## src/rtl/divider_pkg.sv

```systemverilog
// Shared definitions for the sequential restoring divider.
// Holds the FSM state encoding and the divide-by-zero quotient pattern.
package divider_pkg;

  typedef logic [1:0] state_t;

  localparam state_t IDLE = 2'd0;
  localparam state_t CALC = 2'd1;
  localparam state_t DONE = 2'd2;

  // Divide-by-zero quotient: all ones, sliced to WIDTH by the user (max 64).
  localparam logic [63:0] DBZ_QUOT = '1;

endpackage

```

## src/rtl/div_step.sv

```systemverilog
// One restoring-division iteration: shift in the next dividend bit,
// trial-subtract the divisor at WIDTH+1 bits, keep the result if non-negative.
module div_step
  import divider_pkg::*;
#(
  parameter int WIDTH = 16
) (
  input  logic [WIDTH-1:0] rem_in,
  input  logic             bit_in,
  input  logic [WIDTH-1:0] divisor,
  output logic [WIDTH-1:0] rem_out,
  output logic             q_bit
);

  logic [WIDTH:0] shifted;
  logic [WIDTH:0] diff;

  // Trial subtract; MSB of the WIDTH+1 difference is the borrow.
  always_comb begin
    shifted = {rem_in, bit_in};
    diff    = shifted - {1'b0, divisor};
    q_bit   = ~diff[WIDTH];
    rem_out = q_bit ? diff[WIDTH-1:0] : shifted[WIDTH-1:0];
  end

endmodule

```

## src/rtl/divider_seq.sv

```systemverilog
// Sequential restoring divider, fixed latency WIDTH+1 cycles (1 for /0).
// Optional macro DIVIDER_SIGNED_EN: two's-complement truncating division
// wrapped around the same unsigned core.
module divider_seq
  import divider_pkg::*;
#(
  parameter int WIDTH = 16
) (
  input  logic             clk,
  input  logic             rst,
  input  logic             in_valid,
  output logic             in_ready,
  input  logic [WIDTH-1:0] dividend,
  input  logic [WIDTH-1:0] divisor,
  output logic             out_valid,
  input  logic             out_ready,
  output logic [WIDTH-1:0] quotient,
  output logic [WIDTH-1:0] remainder,
  output logic             div_by_zero
);

  localparam int             CW   = $clog2(WIDTH + 1);
  localparam logic [CW-1:0]  LAST = CW'(WIDTH - 1);

  state_t           state;
  logic [CW-1:0]    cnt;
  logic [WIDTH-1:0] dvd_sh;   // dividend magnitude, consumed MSB first
  logic [WIDTH-1:0] dvs;      // divisor magnitude
  logic [WIDTH-1:0] rem_acc;
  logic [WIDTH-1:0] quo_acc;
  logic [WIDTH-1:0] rem_nxt;
  logic             q_bit;
  logic [WIDTH-1:0] quo_fin;
  logic [WIDTH-1:0] dvd_mag;
  logic [WIDTH-1:0] dvs_mag;
  logic [WIDTH-1:0] q_res;
  logic [WIDTH-1:0] r_res;

`ifdef DIVIDER_SIGNED_EN
  logic neg_q;
  logic neg_r;
`endif

  assign in_ready  = (state == IDLE);
  assign out_valid = (state == DONE);

  div_step #(.WIDTH(WIDTH)) u_step (
    .rem_in  (rem_acc),
    .bit_in  (dvd_sh[WIDTH-1]),
    .divisor (dvs),
    .rem_out (rem_nxt),
    .q_bit   (q_bit)
  );

  assign quo_fin = {quo_acc[WIDTH-2:0], q_bit};

  // Operand magnitudes at accept and sign fix-up of the final step's result.
  always_comb begin
    dvd_mag = dividend;
    dvs_mag = divisor;
    q_res   = quo_fin;
    r_res   = rem_nxt;
`ifdef DIVIDER_SIGNED_EN
    if (dividend[WIDTH-1]) dvd_mag = -dividend;
    if (divisor[WIDTH-1])  dvs_mag = -divisor;
    if (neg_q) q_res = -quo_fin;
    if (neg_r) r_res = -rem_nxt;
`endif
  end

  // FSM, iteration datapath and registered results.
  always_ff @(posedge clk or posedge rst) begin
    if (rst) begin
      state       <= IDLE;
      cnt         <= '0;
      dvd_sh      <= '0;
      dvs         <= '0;
      rem_acc     <= '0;
      quo_acc     <= '0;
      quotient    <= '0;
      remainder   <= '0;
      div_by_zero <= 1'b0;
`ifdef DIVIDER_SIGNED_EN
      neg_q       <= 1'b0;
      neg_r       <= 1'b0;
`endif
    end else begin
      case (state)
        IDLE: begin
          if (in_valid) begin
            if (divisor == '0) begin
              quotient    <= DBZ_QUOT[WIDTH-1:0];
              remainder   <= dividend;
              div_by_zero <= 1'b1;
              state       <= DONE;
            end else begin
              dvd_sh  <= dvd_mag;
              dvs     <= dvs_mag;
              rem_acc <= '0;
              quo_acc <= '0;
              cnt     <= '0;
`ifdef DIVIDER_SIGNED_EN
              neg_q   <= dividend[WIDTH-1] ^ divisor[WIDTH-1];
              neg_r   <= dividend[WIDTH-1];
`endif
              state   <= CALC;
            end
          end
        end
        CALC: begin
          dvd_sh  <= dvd_sh << 1;
          rem_acc <= rem_nxt;
          quo_acc <= quo_fin;
          cnt     <= cnt + CW'(1);
          if (cnt == LAST) begin
            quotient    <= q_res;
            remainder   <= r_res;
            div_by_zero <= 1'b0;
            state       <= DONE;
          end
        end
        DONE: begin
          if (out_ready) state <= IDLE;
        end
        default: state <= IDLE;
      endcase
    end
  end

endmodule

```

## config.mk

```make
export PLATFORM = sky130hd
export DESIGN_NAME = divider_seq
export DESIGN_NICKNAME = d
export VERILOG_FILES = /design/src/rtl/divider_pkg.sv /design/src/rtl/div_step.sv /design/src/rtl/divider_seq.sv
export SDC_FILE = /design/constraint.sdc
export NUM_CORES = 1
export LEC_CHECK = 0
export CELL_PAD_IN_SITES_DETAIL_PLACEMENT = 1
export CELL_PAD_IN_SITES_GLOBAL_PLACEMENT = 1
export CORE_ASPECT_RATIO = 1.4
export CORE_MARGIN = 8
export CORE_UTILIZATION = 30
export CTS_BUF_LIST = sky130_fd_sc_hd__clkbuf_4
export DETAILED_ROUTE_END_ITERATION = 10
export GPL_ROUTABILITY_DRIVEN = 0
export PLACE_DENSITY = 0.7
export SETUP_SLACK_MARGIN = 0.15
export SYNTH_ARGS = -nofsm -noshare
export SYNTH_HDL_FRONTEND = slang
export SYNTH_SLANG_ARGS = --single-unit
```

## constraint.sdc

```tcl
create_clock -name clk -period 4.27 [get_ports clk]
set_clock_uncertainty 0.2 [all_clocks]
set_input_delay 0.854 -clock clk [delete_from_list [all_inputs] [get_ports clk]]
set_output_delay 0.854 -clock clk [all_outputs]
set_load 0.02 [all_outputs]
```

Yosys cells after proc, flatten, opt, wreduce, memory -nomap -nowiden:

Cells that the tools add are included.

* add/sub/neg operators: 2
* multiply operators: 0
* divide/modulo/power cells: 0
* $lt $le $gt $ge: 0
* equality and inequality tests: 8
* shifts and indexed selects: 0
* multiplexer cells: 28
* bitwise logic cells: 2
* reduce and logical (&&, ||, !) cells: 7

Operator list (number)
* two-way mux 16 bit: 11
* one-hot mux 16 bit (2 select lines): 4
* one-hot mux 15 bit (2 select lines): 1
* subtractor 17 x 16 -> 17 bit: 1
* logical NOT 16 bit: 1
* two-way mux 5 bit: 2
* one-hot mux 5 bit (2 select lines): 1
* AND reduction 3 bit: 3
* two-way mux 2 bit: 4
* inequality test 2 bit (second input constant): 3
* one-hot mux 2 bit (3 select lines): 1
* adder 5 x 1 -> 5 bit (second input constant): 1
* == test 5 x 4 -> 1 bit (second input constant): 1
* inequality test 2 x 1 -> 1 bit (second input constant): 2
* AND reduction 4 bit: 1
* two-way mux 1 bit: 3
* == test 2 x 1 -> 1 bit (second input constant): 1
* == test 2 bit (second input constant): 1
* logical NOT 2 bit: 1
* NOT 1 bit: 2
* one-hot mux 1 bit (2 select lines): 1
* nonzero test 2 bit: 1

* register bits after elaboration: 103
* bits in latches: 0
* bits in writable memories: 0
* memory bits (read-only): 0
* input bits: 36
* output and inout port bits: 35
* word-level logic and storage cells: 56
* memories kept: 0

Longest topological paths before layout:

* depth in word-level cells: 4
* depth in mapped cells: 12
* depth with buffers taken out: 11

By module:

Synthesis repeated with hierarchy kept, for this count alone.

* cell total of the unflattened synthesis: 486
* area, all modules: 5210.0 um^2

Modules (own cells, without submodules)
* divider_seq: instances 1, cells an instance 358, area an instance 4200.3 um^2, seq. area each 2577.5 um^2
* div_step: instances 1, cells an instance 128, area an instance 1009.7 um^2, seq. area each 0.0 um^2

Least setup slack after synthesis:

No wires, ideal clock.

* path kind: reg-to-reg
* start: register dvd_sh[15]
* end: register remainder[1]
* library setup time: 135 ps
* arrival: 2439 ps
* required time: 3935 ps
* slack: 1496 ps
* cell stages (with the launch flop): 13
* buffers on the path: 1
* clock period less this slack: 2774 ps
* cells stage by stage: dfrtp_1 inv_1 ha_1 inv_1 fa_1 a211oi_1 o21ai_2 o21ai_2 o31a_4 xnor2_4 buf_6 mux2i_1 o22ai_1

* word-level cells in the longest chain between the ends: 4

Ends and longest elaborated chain
* from (decl): RTL line divider_seq.sv:27 `logic [WIDTH-1:0] dvd_sh;`
* from (signal assigned): RTL line divider_seq.sv:97 `dvd_sh <= dvd_mag;`
* from (signal assigned): RTL line divider_seq.sv:111 `dvd_sh <= dvd_sh << 1;`
* subtractor 17 x 16 -> 17 bit: RTL line div_step.sv:21 `diff = shifted - {1'b0, divisor};`
* two-way mux 16 bit: RTL line div_step.sv:23 `rem_out = q_bit ? diff[WIDTH-1:0] : shifted[WIDTH-1:0];`
* two-way mux 16 bit: RTL line divider_seq.sv:115 `if (cnt == LAST) begin`
* one-hot mux 16 bit (2 select lines): RTL line divider_seq.sv:88 `case (state)`
* to (signal assigned): RTL line divider_seq.sv:93 `remainder <= dividend;`
* to (signal assigned): RTL line divider_seq.sv:117 `remainder <= r_res;`
* to (decl): RTL line divider_seq.sv:18 `output logic [WIDTH-1:0] remainder,`

No other way between the ends. The select of a mux whose other input is x is not followed.
A chain may end at the register's enable or synchronous reset.

Final worst setup path:

* start: register dvd_sh[15]
* end: register remainder[12]

Same word-level chain as after synthesis.

==> results_dict.tcl <==
set metrics [dict create \
    tns_ns 0 \
    grt_start_max_net_pins 62 \
    p_leak_nw 2.75 \
    grt_setup_unrepaired "no" \
    clk_pin_slew_worst_paths_ns 0.15 \
    clock_latency_ns 0.47 \
    seq_area_frac_synth 0.491 \
    final_nets 660 \
    worstMarginPinSlew_ns 1.16 \
    internal_power_mw 3.02 \
    async_reset_ff_frac 1.00 \
    postPlaceCellArea_sq_um 6220 \
    area_growth_pct 20.7 \
    syn_area_sq_um 5250 \
    wl_per_cell_um 17.8 \
    rows 57 \
    seqPwrFrac 0.304 \
    cts_root_buf "clkbuf_4" \
    p_per_area_nw_per_um2 896 \
    regArea_sq_um 2580 \
    cts-resized-gates 0 \
    required_ns 4.49 \
    chipWidth_um 128 \
    io_pins 71 \
    ir_drop_mv 0.331 \
    post-route-period-util 0.781 \
    grt_pass1_wl_um 25200 \
    drv_cap 0 \
    final_max_slew_viol_count 0 \
    grt_overflow_total 0 \
    core_area_sq_um 17300 \
    cts_max_level 3 \
    ys_ff_latch 103 \
    syn_inst 546 \
    portBuffers 70 \
    cts_hold_buf 0 \
    grt_pass1_vias 4689 \
    p_comb_frac 0.609 \
    initial_core_util 0.304 \
    hold_viol_final 0 \
    power_frac_clock 0.087 \
    post-route-cell-area_sq_um 6340 \
    fmax_mhz 300 \
    drt-initial-drc-count 227 \
    synth-edff-count 0 \
    cpLargestDelayFamily "compound AO/OA/AOI/OAI gates" \
    critPathMaxFanout 6 \
    path_class "reg2reg" \
    grt_antenna_before_repair 1 \
    final_layout_size_suffix_gt1_frac 0.0675 \
    path_cells "inv_1, ha_1, inv_1, fa_1, a211oi_1, o21ai_2, o21ai_2, o31a_4, xor2_2, mux2i_1, o22a_1" \
    status "finished clean" \
    post-cts-setup-buffers 0 \
    cts_buffers 9 \
    relSlewSlack 0.226 \
    fp.dieH_um 173 \
    fillers 2008 \
    via_count 4234 \
    slowest_stage "dfrtp_1" \
    switching_share 0.468 \
    start_kind "flop" \
    detail_route.first_pass.iterations 5 \
    synth-main-ff-cell "dfrtp_1" \
    slowest_delay_ns 0.44 \
    cts_sinks 103 \
    multi_input_area_sq_um 2460 \
    critPathArrivalTime_ns 3.55 \
    drt-total-wl_um 15000 \
    antenna_left 0 \
    drc 0 \
    synthDistinctLibCells 56 \
    setup_violations 0 \
    cts.path.max_buffers 2 \
    cp-end-kind "flop" \
    switchingPower_mw 2.66 \
    globalRouteTotalUtil 0.142 \
    period_minus_slack_ns 3.34 \
    fp.dieArea_sq_um 22100 \
    cts_tree "built" \
    vias_per_cell 5.02 \
    syn_nets 601 \
    worst-path-buf-inv 2 \
    dp_hpwl_um 11200 \
    yosys_warnings 0 \
    avgSynthCellArea_sq_um 9.62 \
    hp-class "reg2reg" \
]
## stage by stage
step	worst slack (ns)	total power, mW	hold WS, ns	instances	util
6_report	0.933	5.68	0.309	844	0.367
3_5_place_dp	0.563	5.23	0.270	830	0.360
2_1_floorplan	0.512	4.17	0.249	546	-
3_3_place_gp	0.732	5.10	0.259	830	0.360
5_1_grt	0.800	6.19	0.336	844	0.367
4_1_cts	0.911	5.74	0.305	843	0.367
## final cells by class
type / instances / share of cell area
sequential: 103 / 0.407
tap: 236 / 0.0466
inverter: 22 / 0.0134
timing repair buffer: 81 / 0.126
multi-input combinational: 388 / 0.389
clock inverter: 4 / 0.00790
antenna: 1 / 0.000395
clock buffer: 9 / 0.0107
## worst reg2reg max path: cells and delay by family (launching register included)
| family | cells | cell delay [ns] |
|---|---|---|
| xor+xnor | 1 | 0.37 |
| buf+inv | 2 | 0.15 |
| flops | 1 | 0.44 |
| fa+ha+maj | 2 | 0.61 |
| compound gates | 5 | 1.16 |
| mux | 1 | 0.36 |
## power groups by stage
stage	clock network [mW]	registers (mW)	logic (mW)
floorplan	0	1.81	2.36
global placement	0	1.74	3.36
detailed placement	0	1.75	3.47
CTS	0.512	1.73	3.50
global route	0.552	1.78	3.85
finish	0.494	1.73	3.46
## state kept, by name (all words and copies together), names as in the netlist
name and count:
quotient 16, cnt 5, rem_acc 16, quo_acc 15
div_by_zero 1, dvs 16, state 2, dvd_sh 16
remainder 16
## cell usage in the layout, fill, tap and decap left out, types with 3 or more instances in the layout
cell,count
inv_1,21
a32oi_1,3
clkbuf_4,9
a21oi_1,22
mux2i_1,24
nand2_1,91
dfrtp_1,103
o22ai_1,9
o22a_1,17
xor2_1,4
a21o_1,11
a31oi_1,8
o211ai_1,4
a211oi_1,3
nor4_1,4
buf_4,10
xnor2_1,7
clkdlybuf4s50_1,70
nor2b_1,5
o21ai_1,6
nand2b_1,4
o21ai_0,63
nor3_1,3
nor2_1,28
ha_1,18
nand3_1,14
o21ai_2,3
## final timing paths
check | from | endpoint | slack (ns) | depth (start not counted)
setup reg to reg | dvd_sh[15]$_DFFE_PP0P_ | remainder[12]$_DFFE_PP0P_ | 0.93 | 11
max in group asynchronous | rst | quo_acc[1]$_DFFE_PP0P_ | 2.58 | 3
min in group asynchronous | rst | quo_acc[13]$_DFFE_PP0P_ | 0.56 | 2
setup / recovery | dvd_sh[15]$_DFFE_PP0P_ | remainder[12]$_DFFE_PP0P_ | 0.93 | 11
hold / removal | dvd_sh[6]$_DFFE_PP0P_ | dvd_sh[7]$_DFFE_PP0P_ | 0.31 | 2
hold reg to reg | dvd_sh[6]$_DFFE_PP0P_ | dvd_sh[7]$_DFFE_PP0P_ | 0.31 | 2
## logic make-up after synthesis
family,count (synthesis),synth area share
adders and majority gates,19,0.0467
AOI/OAI and AO/OA,167,0.206
and+or+nand+nor,162,0.133
DFF,103,0.491
xor gates and xnor gates,13,0.0267
muxes,27,0.0529
buffers and inverters,55,0.0438
## cells in the mapped netlist, types with 3 or more instances
cell / count / area share
a211oi_1: 3 / 0.0043
a21o_1: 11 / 0.016
a21oi_1: 22 / 0.021
a31oi_1: 8 / 0.0095
a32oi_1: 3 / 0.0050
buf_2: 4 / 0.0038
clkbuf_1: 24 / 0.017
dfrtp_1: 103 / 0.49
ha_1: 18 / 0.043
inv_1: 22 / 0.016
mux2i_1: 24 / 0.046
nand2_1: 91 / 0.065
nand2b_1: 4 / 0.0048
nand3_1: 14 / 0.013
nor2_1: 28 / 0.020
nor2b_1: 8 / 0.0095
nor3_1: 3 / 0.0029
nor4_1: 4 / 0.0048
o211ai_1: 4 / 0.0057
o21ai_0: 63 / 0.060
o21ai_1: 6 / 0.0057
o21ai_2: 3 / 0.0050
o22a_1: 17 / 0.028
o22ai_1: 9 / 0.011
xnor2_1: 7 / 0.012
xor2_1: 4 / 0.0067
## per-layer routing
metal / global-route usage / wire length, um / up-vias
li1: - / - / 2043
met1: 0.174 / 6620 / 2097
met2: 0.239 / 7500 / 73
met3: 0.0314 / 589 / 21
met4: 0.0487 / 286 / 0
met5: 0 / 0 / -
Note: power is estimated with default switching activity, not from simulation.
